File: src/rtl/beat_timer.sv
// Metronome timebase: a sequential restoring divider turns BPM and subdivision
// into a sub-beat period; a down-counter emits aligned sub-beat, beat and bar pulses.
module beat_timer #(
  parameter int unsigned FREQ        = 24000000,
  parameter int unsigned BPM_MIN     = 30,
  parameter int unsigned BPM_MAX     = 300,
  parameter int unsigned BPM_DEFAULT = 120,
  parameter int unsigned SUBDIV_MAX  = 8,
  parameter int unsigned CNT_W       = 26
) (
  input  logic             clk,
  input  logic             rst_n,
  input  logic             enable,
  input  logic [8:0]       bpm,
  input  logic [3:0]       subdiv,
  input  logic             bpm_load,
  input  logic [3:0]       beats_per_bar,
  output logic             busy,
  output logic [CNT_W-1:0] period,
  output logic             sub_tick,
  output logic             beat_tick,
  output logic             bar_tick,
  output logic [3:0]       beat_index
);

  localparam int unsigned DIVIDEND = FREQ * 60;
  localparam int DIV_W = $clog2(DIVIDEND + 1);
  localparam int DVS_W = 13;
  localparam int BC_W  = $clog2(DIV_W + 1);
  localparam logic [DIV_W-1:0] DVD_INIT   = DIV_W'(DIVIDEND);
  localparam logic [CNT_W-1:0] PERIOD_RST = CNT_W'(DIVIDEND / BPM_DEFAULT);
  localparam logic [8:0]       BPM_LO     = 9'(BPM_MIN);
  localparam logic [8:0]       BPM_HI     = 9'(BPM_MAX);
  localparam logic [3:0]       SUB_HI     = 4'(SUBDIV_MAX);
  localparam logic [BC_W-1:0]  BC_INIT    = BC_W'(DIV_W);

  typedef enum logic [1:0] {S_IDLE, S_DIV, S_DONE} state_t;

  state_t            state_q, state_d;
  logic [BC_W-1:0]   bc_q, bc_d;
  logic [DIV_W-1:0]  rem_q, rem_d, dvd_q, dvd_d, quo_q, quo_d;
  logic [DVS_W-1:0]  dvs_q, dvs_d;
  logic [3:0]        lsub_q, lsub_d;
  logic [CNT_W-1:0]  pend_per_q, pend_per_d;
  logic [3:0]        pend_sub_q, pend_sub_d;
  logic              pend_vld_q, pend_vld_d;
  logic [CNT_W-1:0]  period_q, period_d, cnt_q, cnt_d;
  logic [3:0]        asub_q, asub_d, sidx_q, sidx_d, bidx_q, bidx_d;
  logic              started_q, started_d, busy_q, busy_d;
  logic              sub_tick_q, sub_tick_d, beat_tick_q, beat_tick_d, bar_tick_q, bar_tick_d;

  logic [8:0]        bpm_c;
  logic [3:0]        sub_c, bpb_eff, sub_use;
  logic [DVS_W-1:0]  divisor;
  logic [DIV_W:0]    trial;
  logic              fits;
  logic [CNT_W-1:0]  per_use;
  logic [4:0]        beat_nxt;

  always_comb begin
    bpm_c = bpm;
    if (bpm < BPM_LO)      bpm_c = BPM_LO;
    else if (bpm > BPM_HI) bpm_c = BPM_HI;
    sub_c = subdiv;
    if (subdiv == 4'd0)        sub_c = 4'd1;
    else if (subdiv > SUB_HI)  sub_c = SUB_HI;
    divisor = DVS_W'(bpm_c) * DVS_W'(sub_c);
    bpb_eff = (beats_per_bar == 4'd0) ? 4'd1 : beats_per_bar;
    trial   = {rem_q, dvd_q[DIV_W-1]};
    fits    = trial >= (DIV_W+1)'(dvs_q);
  end

  always_comb begin
    state_d    = state_q;
    bc_d       = bc_q;
    rem_d      = rem_q;
    dvd_d      = dvd_q;
    quo_d      = quo_q;
    dvs_d      = dvs_q;
    lsub_d     = lsub_q;
    pend_per_d = pend_per_q;
    pend_sub_d = pend_sub_q;
    pend_vld_d = pend_vld_q;
    period_d   = period_q;
    asub_d     = asub_q;
    cnt_d      = cnt_q;
    sidx_d     = sidx_q;
    bidx_d     = bidx_q;
    started_d  = started_q;
    sub_tick_d  = 1'b0;
    beat_tick_d = 1'b0;
    bar_tick_d  = 1'b0;
    per_use    = period_q;
    sub_use    = asub_q;
    beat_nxt   = 5'd0;

    if (!enable) begin
      cnt_d     = '0;
      sidx_d    = 4'd0;
      bidx_d    = 4'd0;
      started_d = 1'b0;
      if (pend_vld_q) begin
        period_d   = pend_per_q;
        asub_d     = pend_sub_q;
        pend_vld_d = 1'b0;
      end
    end else if (cnt_q != '0) begin
      cnt_d = cnt_q - CNT_W'(1);
    end else begin
      // New tempo only lands on a beat boundary so the current beat keeps its length.
      if (sidx_q == 4'd0 && pend_vld_q) begin
        per_use    = pend_per_q;
        sub_use    = pend_sub_q;
        period_d   = pend_per_q;
        asub_d     = pend_sub_q;
        pend_vld_d = 1'b0;
      end
      cnt_d      = per_use - CNT_W'(1);
      sub_tick_d = 1'b1;
      if (sidx_q == 4'd0) begin
        // beat_index advances as the next beat starts, so it names the beat being ticked.
        beat_nxt = {1'b0, bidx_q} + 5'd1;
        if (!started_q || beat_nxt >= {1'b0, bpb_eff}) beat_nxt = 5'd0;
        beat_tick_d = 1'b1;
        bar_tick_d  = (beat_nxt == 5'd0);
        bidx_d      = beat_nxt[3:0];
        started_d   = 1'b1;
      end
      sidx_d = ({1'b0, sidx_q} + 5'd1 >= {1'b0, sub_use}) ? 4'd0 : sidx_q + 4'd1;
    end

    case (state_q)
      S_DIV: begin
        rem_d = fits ? DIV_W'(trial - (DIV_W+1)'(dvs_q)) : DIV_W'(trial);
        quo_d = {quo_q[DIV_W-2:0], fits};
        dvd_d = dvd_q << 1;
        bc_d  = bc_q - BC_W'(1);
        if (bc_q == BC_W'(1)) state_d = S_DONE;
      end
      S_DONE: begin
        pend_per_d = CNT_W'(quo_q);
        pend_sub_d = lsub_q;
        pend_vld_d = 1'b1;
        state_d    = S_IDLE;
      end
      default: ;
    endcase

    if (bpm_load) begin
      state_d = S_DIV;
      bc_d    = BC_INIT;
      rem_d   = '0;
      dvd_d   = DVD_INIT;
      quo_d   = '0;
      dvs_d   = divisor;
      lsub_d  = sub_c;
    end
    busy_d = (state_d == S_DIV);
  end

  always_ff @(posedge clk or negedge rst_n) begin
    if (!rst_n) begin
      state_q     <= S_IDLE;
      bc_q        <= '0;
      rem_q       <= '0;
      dvd_q       <= '0;
      quo_q       <= '0;
      dvs_q       <= '0;
      lsub_q      <= 4'd1;
      pend_per_q  <= '0;
      pend_sub_q  <= 4'd1;
      pend_vld_q  <= 1'b0;
      period_q    <= PERIOD_RST;
      asub_q      <= 4'd1;
      cnt_q       <= '0;
      sidx_q      <= 4'd0;
      bidx_q      <= 4'd0;
      started_q   <= 1'b0;
      busy_q      <= 1'b0;
      sub_tick_q  <= 1'b0;
      beat_tick_q <= 1'b0;
      bar_tick_q  <= 1'b0;
    end else begin
      state_q     <= state_d;
      bc_q        <= bc_d;
      rem_q       <= rem_d;
      dvd_q       <= dvd_d;
      quo_q       <= quo_d;
      dvs_q       <= dvs_d;
      lsub_q      <= lsub_d;
      pend_per_q  <= pend_per_d;
      pend_sub_q  <= pend_sub_d;
      pend_vld_q  <= pend_vld_d;
      period_q    <= period_d;
      asub_q      <= asub_d;
      cnt_q       <= cnt_d;
      sidx_q      <= sidx_d;
      bidx_q      <= bidx_d;
      started_q   <= started_d;
      busy_q      <= busy_d;
      sub_tick_q  <= sub_tick_d;
      beat_tick_q <= beat_tick_d;
      bar_tick_q  <= bar_tick_d;
    end
  end

  assign busy       = busy_q;
  assign period     = period_q;
  assign sub_tick   = sub_tick_q;
  assign beat_tick  = beat_tick_q;
  assign bar_tick   = bar_tick_q;
  assign beat_index = bidx_q;

endmodule

File: config.mk
export PLATFORM = sky130hd
export DESIGN_NAME = beat_timer
export DESIGN_NICKNAME = d
export VERILOG_FILES = /design/src/rtl/beat_timer.sv
export SDC_FILE = /design/constraint.sdc
export NUM_CORES = 1
export LEC_CHECK = 0
export CAP_MARGIN = 20
export CORE_ASPECT_RATIO = 0.7
export CORE_UTILIZATION = 56
export CTS_BUF_LIST = sky130_fd_sc_hd__clkbuf_16
export DETAILED_ROUTE_END_ITERATION = 16
export PLACE_DENSITY_LB_ADDON = 0.25
export SETUP_SLACK_MARGIN = 0.2
export SYNTH_ARGS = -nofsm -noshare
export SYNTH_HDL_FRONTEND = slang
export SYNTH_SLANG_ARGS = --single-unit
File: constraint.sdc
create_clock -name clk -period 2.9 [get_ports clk]
set_clock_uncertainty 0.05 [all_clocks]
set_input_delay 0.58 -clock clk [delete_from_list [all_inputs] [get_ports clk]]
set_output_delay 0.58 -clock clk [all_outputs]
set_load 0.005 [all_outputs]
After elaboration in Yosys (flattened, before gate mapping)
Cells that the tools add are included.

operators by class
  muxes and demuxes = 54
  multiply operators = 1
  $add $sub $neg = 7
  $lt $le $gt $ge = 6
  equality and inequality tests = 8
  reductions and logical operators = 13

operator list
  operator                 number
  $mux W26                 9
  $mux W31                 5
  $mux W4                  14
  $sub A26 B1 Y26 const B  2
  $ge A32 B13 Y1           1
  $sub A31 B13 Y31         1
  $mux W5                  6
  $reduce_bool A26 Y1      1
  $mux W9                  2
  $mux W1                  15
  $mul A9 B4 Y13           1
  $logic_not A4 Y1         3
  $add A4 B1 Y5 const B    2
  $ge A5 B4 Y1             2
  $gt A9 B9 Y1 const B     1
  $lt A9 B5 Y1 const B     1
  $reduce_and A2 Y1        3
  $eq A5 B1 Y1 const B     1
  $logic_not A5 Y1         1
  $sub A5 B1 Y5 const B    1
  $add A4 B1 Y4 const B    1
  $eq A2 B1 Y1 const B     2
  $gt A4 B4 Y1 const B     1
  $mux W2                  2
  10 further kinds         11

word-level totals
  bits in registers = 212
  output and inout port bits = 34
  bits of input ports = 21

Longest topological paths before layout
Gate-level depths: netlist of the first run.

  word-level depth = 12
  gate-level depth with buffers = 18
  depth with buffers taken out = 18

Worst setup path before layout of the first run
OpenSTA, ideal clock, no wires.

  path kind = input-to-reg
  start point = input port bpm[7]
  end point = register dvs_q[11]
  data arrival time = 4.372 ns
  stages = 17
  setup time = 0.133 ns
  data required time = 2.717 ns
  buffers on the path = 0
  slack = -1.656 ns
  cell sequence = or2_2 > nor2_1 > nor2_1 > a21oi_1 > nor2_1 > or2_2 > fa_1 > fa_1 > inv_1 > ha_1 > a21o_1 > a21oi_1 > nor2_1 > o31a_1 > o41ai_1 > mux2i_1 > o211ai_1

on the way
  word-level cells in the longest chain between the ends = 4
  elaborated cells on any way between the ends = 5

RTL lines
  item                  RTL line  source
  from (decl)           14        input logic [8:0] bpm,
  $gt A9 B9 Y1          63        else if (bpm > BPM_HI) bpm_c = BPM_HI;
  $mux W9               63
  $mux W9 (*)           62        if (bpm < BPM_LO) bpm_c = BPM_LO;
  $mul A9 B4 Y13 (*)    67        divisor = DVS_W'(bpm_c) * DVS_W'(sub_c);
  to (signal assigned)  189       dvs_q <= dvs_d;
  to (decl)             42        logic [DVS_W-1:0] dvs_q, dvs_d;

Every way passes the cells marked *; elsewhere a longest branch is shown, timed or not.
A chain may end at the register's enable or synchronous reset.

Worst setup path after layout of the first run
  start point = input port bpm[1]
  end point = register dvs_q[9]

The elaborated chain is that of the path after synthesis.

==> qor.txt, run 1 <==
synth-to-layout area growth - 29.31%
Worst Setup End Kind - flop
die height - 124.3 µm
setup violators final - 10
non-filler cells in the finished layout - 1679
unrepaired setup endpoints after global routing - true
Core ar. - 20810 µm²
number of I/O pins - 55
Layout fillers - 1371
Cell Area, Placed - 13550 µm²
pwr dens - 781.6 nW/µm²
number of global-route vias before repair - 9601
first drt pass iteration count - 5
final worst setup slack - -0.9896 ns
die area - 21950 µm²
max_slew headroom - 49.22%
crit path launch type - input port
Tcrit/Tclk final - 134.1%
sequential element share of the synthesized area - 42.20%
1st-iter DRT viols - 843
post-synth top area cell - dfrtp_1
vias per inst - 5.939
global-route wire length before repair - 49.48 mm
GPL Wtd Cong - 0.8884
Post-synth EDFFs - 0
net switching power - 4.689 mW
Netlist cell types - 88
ANT cells - 0
post-DR wirelength/cell - 18.62 µm
post-synth top area share - 39.35%
initial core utilization - 57.46%
worst min-delay path category - in2async
Leakage - 7.209 nW
final instance area - 15460 µm²
cells after synthesis - 1202
Die W - 176.6 µm
Fin. Hold Viols - 0
Area contributors post-synth - dfrtp_1 (39%), mux2_2 (6.2%), mux2i_1 (5.4%), ha_1 (4.8%), nor2_1 (4.4%)
Clk pwr share - 20.1%
max_cap viols - 0
Max VDD drop - 515.0 µV
Flop pwr share - 30.8%
fmax - 0.2571 GHz
pre-CTS setup slack - -1.850 ns
Rows - 44
initial antenna violation count - 0
fin crit period - 3.890 ns
share of post-route cells with drive strength above 1 - 30.86%
final core occ - 74.30%
Syn. warnings - 0
syn_nets - 1284
CTS root buffer - clkbuf_16
routed vias - 9971
failing checks - setup timing
Hold-fix buffers, CTS - 0
port bufs - 54
worst-margin pin slew - 0.7618 ns
CTS buffer count - 20
largest net degree at the start of global routing - 91
antenna-violating nets left - 0
dominant synthesized flop cell - dfrtp_1
placed insts - 1581
Max clock buf depth - 3
WP data arrival - 4.24 ns
CP Class - in2reg
status - finished, violations left
Reg clk slew, reported paths - 0.06 ns
Tot GR Track Use - 27.89%
Synth Area per Inst - 9.947 µm²
ys async rst share - 100.0%
# H-tree levels - 1
setup TNS - -6.825 ns
Post-Route WL - 31.26 mm
Slew Viols, Final - 0
post-layout net count - 1471
CTS tree - done
gr ovfl total - 0
clk sink count - 201
internal power - 7.395 mW
CP Max Fanout - 4
Worst EP required - 3.25 ns
Yosys reg bits - 201
Switching Share - 38.81%
Worst-Skew Late Latency - 0.50 ns
Comb power frac - 49.1%
dpl hpwl - 19.61 mm
Remaining DRCs - 0
Syn Std Cell Area - 11960 µm²
## per-layer routing
metal  GRT usage (%)  routed length [µm]  up-vias
met5               0                   0        -
met4           5.274                 611        0
met3           4.487                2045       52
met2           42.26               13880      372
met1           42.40               14720     4904
li1                -                   -     4643
## state kept, by name, indices dropped and copies added (netlist names), 2 cells and up
name	count
asub_q	4
dvs_q	13
lsub_q	4
state_q	2
cnt_q	26
period	26
pend_per_q	26
dvd_q	20
beat_index	4
sidx_q	4
rem_q	31
pend_sub_q	4
bc_q	5
quo_q	26
## critical path, cell delays in order
cell and delay [ns]:
clkdlybuf4s50_1 0.52, nand4_1 0.11, nand3_1 0.11, nand4_1 0.16, fa_2 0.50, fa_1 0.53
inv_1 0.05, ha_1 0.27, a21o_1 0.17, a21oi_2 0.19, nor2_2 0.08, o31a_1 0.27
buf_4 0.15, o21a_1 0.18, o21a_1 0.18, o31ai_2 0.18
## logic make-up (layout without fill, tap and decap cells)
group	count (synthesis)	after routing	synth area share (%)
and+or+nand+nor	432	432	18.32
AOI/OAI and AO/OA	210	210	12.42
DFF	201	201	42.20
muxes	132	132	11.75
buffers and inverters	121	322	4.678
adders and majority gates	61	61	7.325
xor gates and xnor gates	45	45	3.296
## final timing paths
path                       cells after the start    endpoint  slack (ns)       from
min                                            1     bc_q[2]        0.06      rst_n
max reg2reg                                   16   cnt_q[20]        0.04  sidx_q[1]
max                                           16    dvs_q[9]       -0.99     bpm[1]
max in group asynchronous                      2  period[16]        1.96      rst_n
min reg2reg                                    1   dvd_q[11]        0.44  dvd_q[11]
min in group clk                               1   dvd_q[11]        0.44  dvd_q[11]
## metrics by stage
step,total power [mW],hold WS (ns)
4_1_cts,11.20,0.1146
3_5_place_dp,8.337,0.4182
2_1_floorplan,6.871,0.2344
5_1_grt,12.75,0.1337
6_report,12.08,0.06445
3_3_place_gp,8.214,0.4155
## timing repair
| action | in CTS | in global routing |
|---|---|---|
| setup endpoints to repair | 40 | 83 |
| pin swaps | 69 | 53 |
| resized for setup | 101 | 87 |
| cloned | 2 | 1 |
| buffers inserted | 29 | 30 |
## area by class of cell
cell class,count,area (µm²),area share [%]
timing repair buffer,225,2043,13.22
sequential,201,5046,32.64
clock inverter,15,70.07,0.4532
tap,276,345.3,2.234
clock buffer,21,525.5,3.399
multi-input combinational,880,7202,46.58
inverter,61,229.0,1.481
## power by group through the flow
| stage | logic [mW] | clock network [mW] | registers [mW] |
|---|---|---|---|
| 4_1_cts | 5.07 | 2.46 | 3.68 |
| 6_report | 5.93 | 2.43 | 3.72 |
| 3_3_place_gp | 4.52 | 0 | 3.70 |
| 2_1_floorplan | 3.27 | 0 | 3.60 |
| 5_1_grt | 6.42 | 2.57 | 3.77 |
| 3_5_place_dp | 4.63 | 0 | 3.71 |
## synth_stat cells, drive strengths merged, types with 11 or more instances
cell type,number
a311oi,15
and2,24
buf,28
o21a,14
clkbuf,31
nand2b,11
mux2,67
o21ai,50
a211oi,15
xnor2,24
nand3,25
fa,15
nor2,140
inv,61
nand2,93
nor3,40
xor2,21
mux2i,65
ha,46
nor2b,11
dfstp,13
a21oi,37
nor4,17
dfrtp,188
or3,11
## cell usage in the layout, fill, tap and decap left out, types with 29 or more instances in the layout
master | netlist | layout
dfrtp_1 | 188 | 188
buf_4 | 5 | 141
nor2_1 | 140 | 131
nand2_1 | 93 | 86
mux2_2 | 66 | 65
mux2i_1 | 65 | 60
inv_1 | 61 | 56
clkdlybuf4s50_1 | 0 | 45
nor3_1 | 39 | 36
o21ai_0 | 48 | 34
ha_1 | 46 | 29
No activity file was read; power rests on OpenSTA's default activity.
==> run 2: changes to the inputs <==
CORE_MARGIN = 4   (was unset)
==> qor.txt, run 2 (synthesis results as in run 1) <==
final worst setup slack - -0.9692 ns (+0.02038 ns)
port bufs - 54 (unchanged)
Worst-Skew Late Latency - 0.50 ns (about the same)
routed vias - 10176 (+2.1%)
Pwr Total - 12.58 mW (+4.1%)
Post-Route WL - 32.46 mm (+3.8%)
vias per inst - 6.021 (+1.4%)
reg2reg path depth - 17 (+1)
Remaining DRCs - 0 (unchanged)
most common cell after layout, fill and taps aside - dfrtp_1
number of I/O pins - 55 (unchanged)
CP Class - in2reg
Reg clk slew, reported paths - 0.06 ns (about the same)
Fin. Hold Viols - 0 (unchanged)
initial antenna violation count - 0 (unchanged)
setup violators final - 10 (unchanged)
ANT cells - 0 (unchanged)
reg2reg setup slack - 0.07 ns (+0.03 ns)
Tot GR Track Use - 25.51% (-2.4 points)
Leakage - 7.320 nW (+1.5%)
1st-iter DRT viols - 827 (-1.9%)
pwr dens - 798.9 nW/µm² (+2.2%)
most frequent CP cell - nor2_2
die area - 23790 µm² (+8.4%)
WP data arrival - 4.22 ns (-0.02 ns)
worst hold margin - 0.003061 ns (-0.06139 ns)
GPL Wtd Cong - 0.9007 (+1.4%)
crit path max-delay cell type - fa_1
crit-path cells - buf_6 > or2_4 > nor2_4 > nor2_2 > a21oi_2 > nor2_2 > or2_4 > fa_2 > fa_1 > inv_1 > ha_1 > a21o_1 > a21oi_2 > nor2_2 > o31a_1 > buf_4 > o21a_1 > o21a_1 > o31ai_2
Slew Viols, Final - 0 (unchanged)
Worst Setup End Kind - flop
Rows - 44 (unchanged)
fin crit period - 3.869 ns (-0.02038 ns)
die height - 130.3 µm (+4.8%)
antenna-violating nets left - 0 (unchanged)
Largest register FFs - 31 (unchanged)
final core occ - 75.45% (+1.2 points)
max_slew headroom - 67.03% (+18 points)
Core ar. - 20870 µm² (+0.26%)
FF-to-FF End - cnt_q[12]
Max VDD drop - 609.3 µV (+18%)
pre-CTS setup slack - -1.799 ns (+0.05186 ns)
synth-to-layout area growth - 31.67%
max_cap viols - 0 (unchanged)
unrepaired setup endpoints after global routing - true
initial core utilization - 57.30% (-0.15 points)
Worst EP required - 3.25 ns (about the same)
CTS root buffer - clkbuf_16
fmax - 0.2585 GHz (+0.53%)
most frequent cells in the layout - dfrtp_1 (186), buf_4 (138), nor2_1 (132)
post-layout net count - 1482 (+0.75%)
crit path launch type - input port
failing checks - setup timing
worst stage delay on the critical path - 0.54 ns (about the same)
clk sink count - 201 (unchanged)
worst min-delay path category - in2async
number of global-route vias before repair - 9802 (+2.1%)
CTS tree - done
Tcrit/Tclk final - 133.4% (-0.70 points)
post-DR wirelength/cell - 19.21 µm (+3.2%)
# H-tree levels - 1 (unchanged)
CTS buffer count - 21 (+5.0%)
global-route wire length before repair - 50.09 mm (+1.2%)
largest net degree at the start of global routing - 80 (-12%)
dpl hpwl - 20.08 mm (+2.4%)
Hold-fix buffers, CTS - 0 (unchanged)
worst-margin pin slew - 0.4946 ns (-0.2672 ns)
Max clock buf depth - 3 (unchanged)
status - finished, violations left
share of post-route cells with drive strength above 1 - 33.03% (+2.2 points)
gr ovfl total - 0 (unchanged)
first drt pass iteration count - 5 (unchanged)
CP Max Fanout - 4 (unchanged)
Die W - 182.6 µm (+3.4%)
Biggest register - rem_q
worst reg2reg startpoint - sidx_q[1]
==> run 2: worst max-delay path by stage <==
stage | from | endpoint | slack, ns
final | bpm[7] | dvs_q[9] | -0.97
after detailed placement | bpm[7] | dvs_q[11] | -1.80
after global placement | bpm[7] | dvs_q[9] | -1.72
after global routing | bpm[3] | dvs_q[9] | -1.18
after CTS | bpm[6] | dvs_q[9] | -1.05
after floorplan | bpm[7] | dvs_q[11] | -1.28
==> run 2: timing repair <==
action / 4_1_cts / 5_1_grt
gates cloned: 1 / 1
pin swaps: 52 / 70
resized for setup: 85 / 151
buffers inserted: 37 / 28
setup endpoints to repair: 44 / 57
==> run 2: through the flow <==
step	setup TNS, ns	cells	instance area (µm²)
floorplan	-7.965	1202	12080
global placement	-13.55	1586	13550
detailed placement	-14.22	1586	13550
CTS	-6.309	1661	14780
global route	-8.440	1690	15740
finish	-6.949	1690	15740
==> run 2: cell type report <==
type	count	area [µm²]
Clock inverter	16	132.6
Multi-Input combinational cell	880	7310
Timing Repair Buffer	235	2152
Tap cell	276	345.3
Inverter	61	229.0
Clock buffer	21	525.5
Fill cell	1302	5122
Sequential cell	201	5049
==> run 2: per-layer routing <==
metal  vias up  wire [µm]  global-route usage [%]
met5         -          0                       0
met4         0        639                   5.293
met3        68       2148                   4.347
met2       384      14880                   39.77
met1      5048      14800                   38.05
li1       4676          -                       -
==> run 2: power breakdown <==
part	internal [mW]	switching [mW]
registers	3.24	0.483
clock network	1.50	1.14
logic	2.99	3.21
total	7.74	4.84
==> run 2: worst max-delay path: cells and delay by family <==
family	cells	cell delay (ns)
buffers and inverters	3	0.29
AOI/OAI and AO/OA	7	1.32
adders and majority gates	3	1.24
and+or+nand+nor	6	0.77
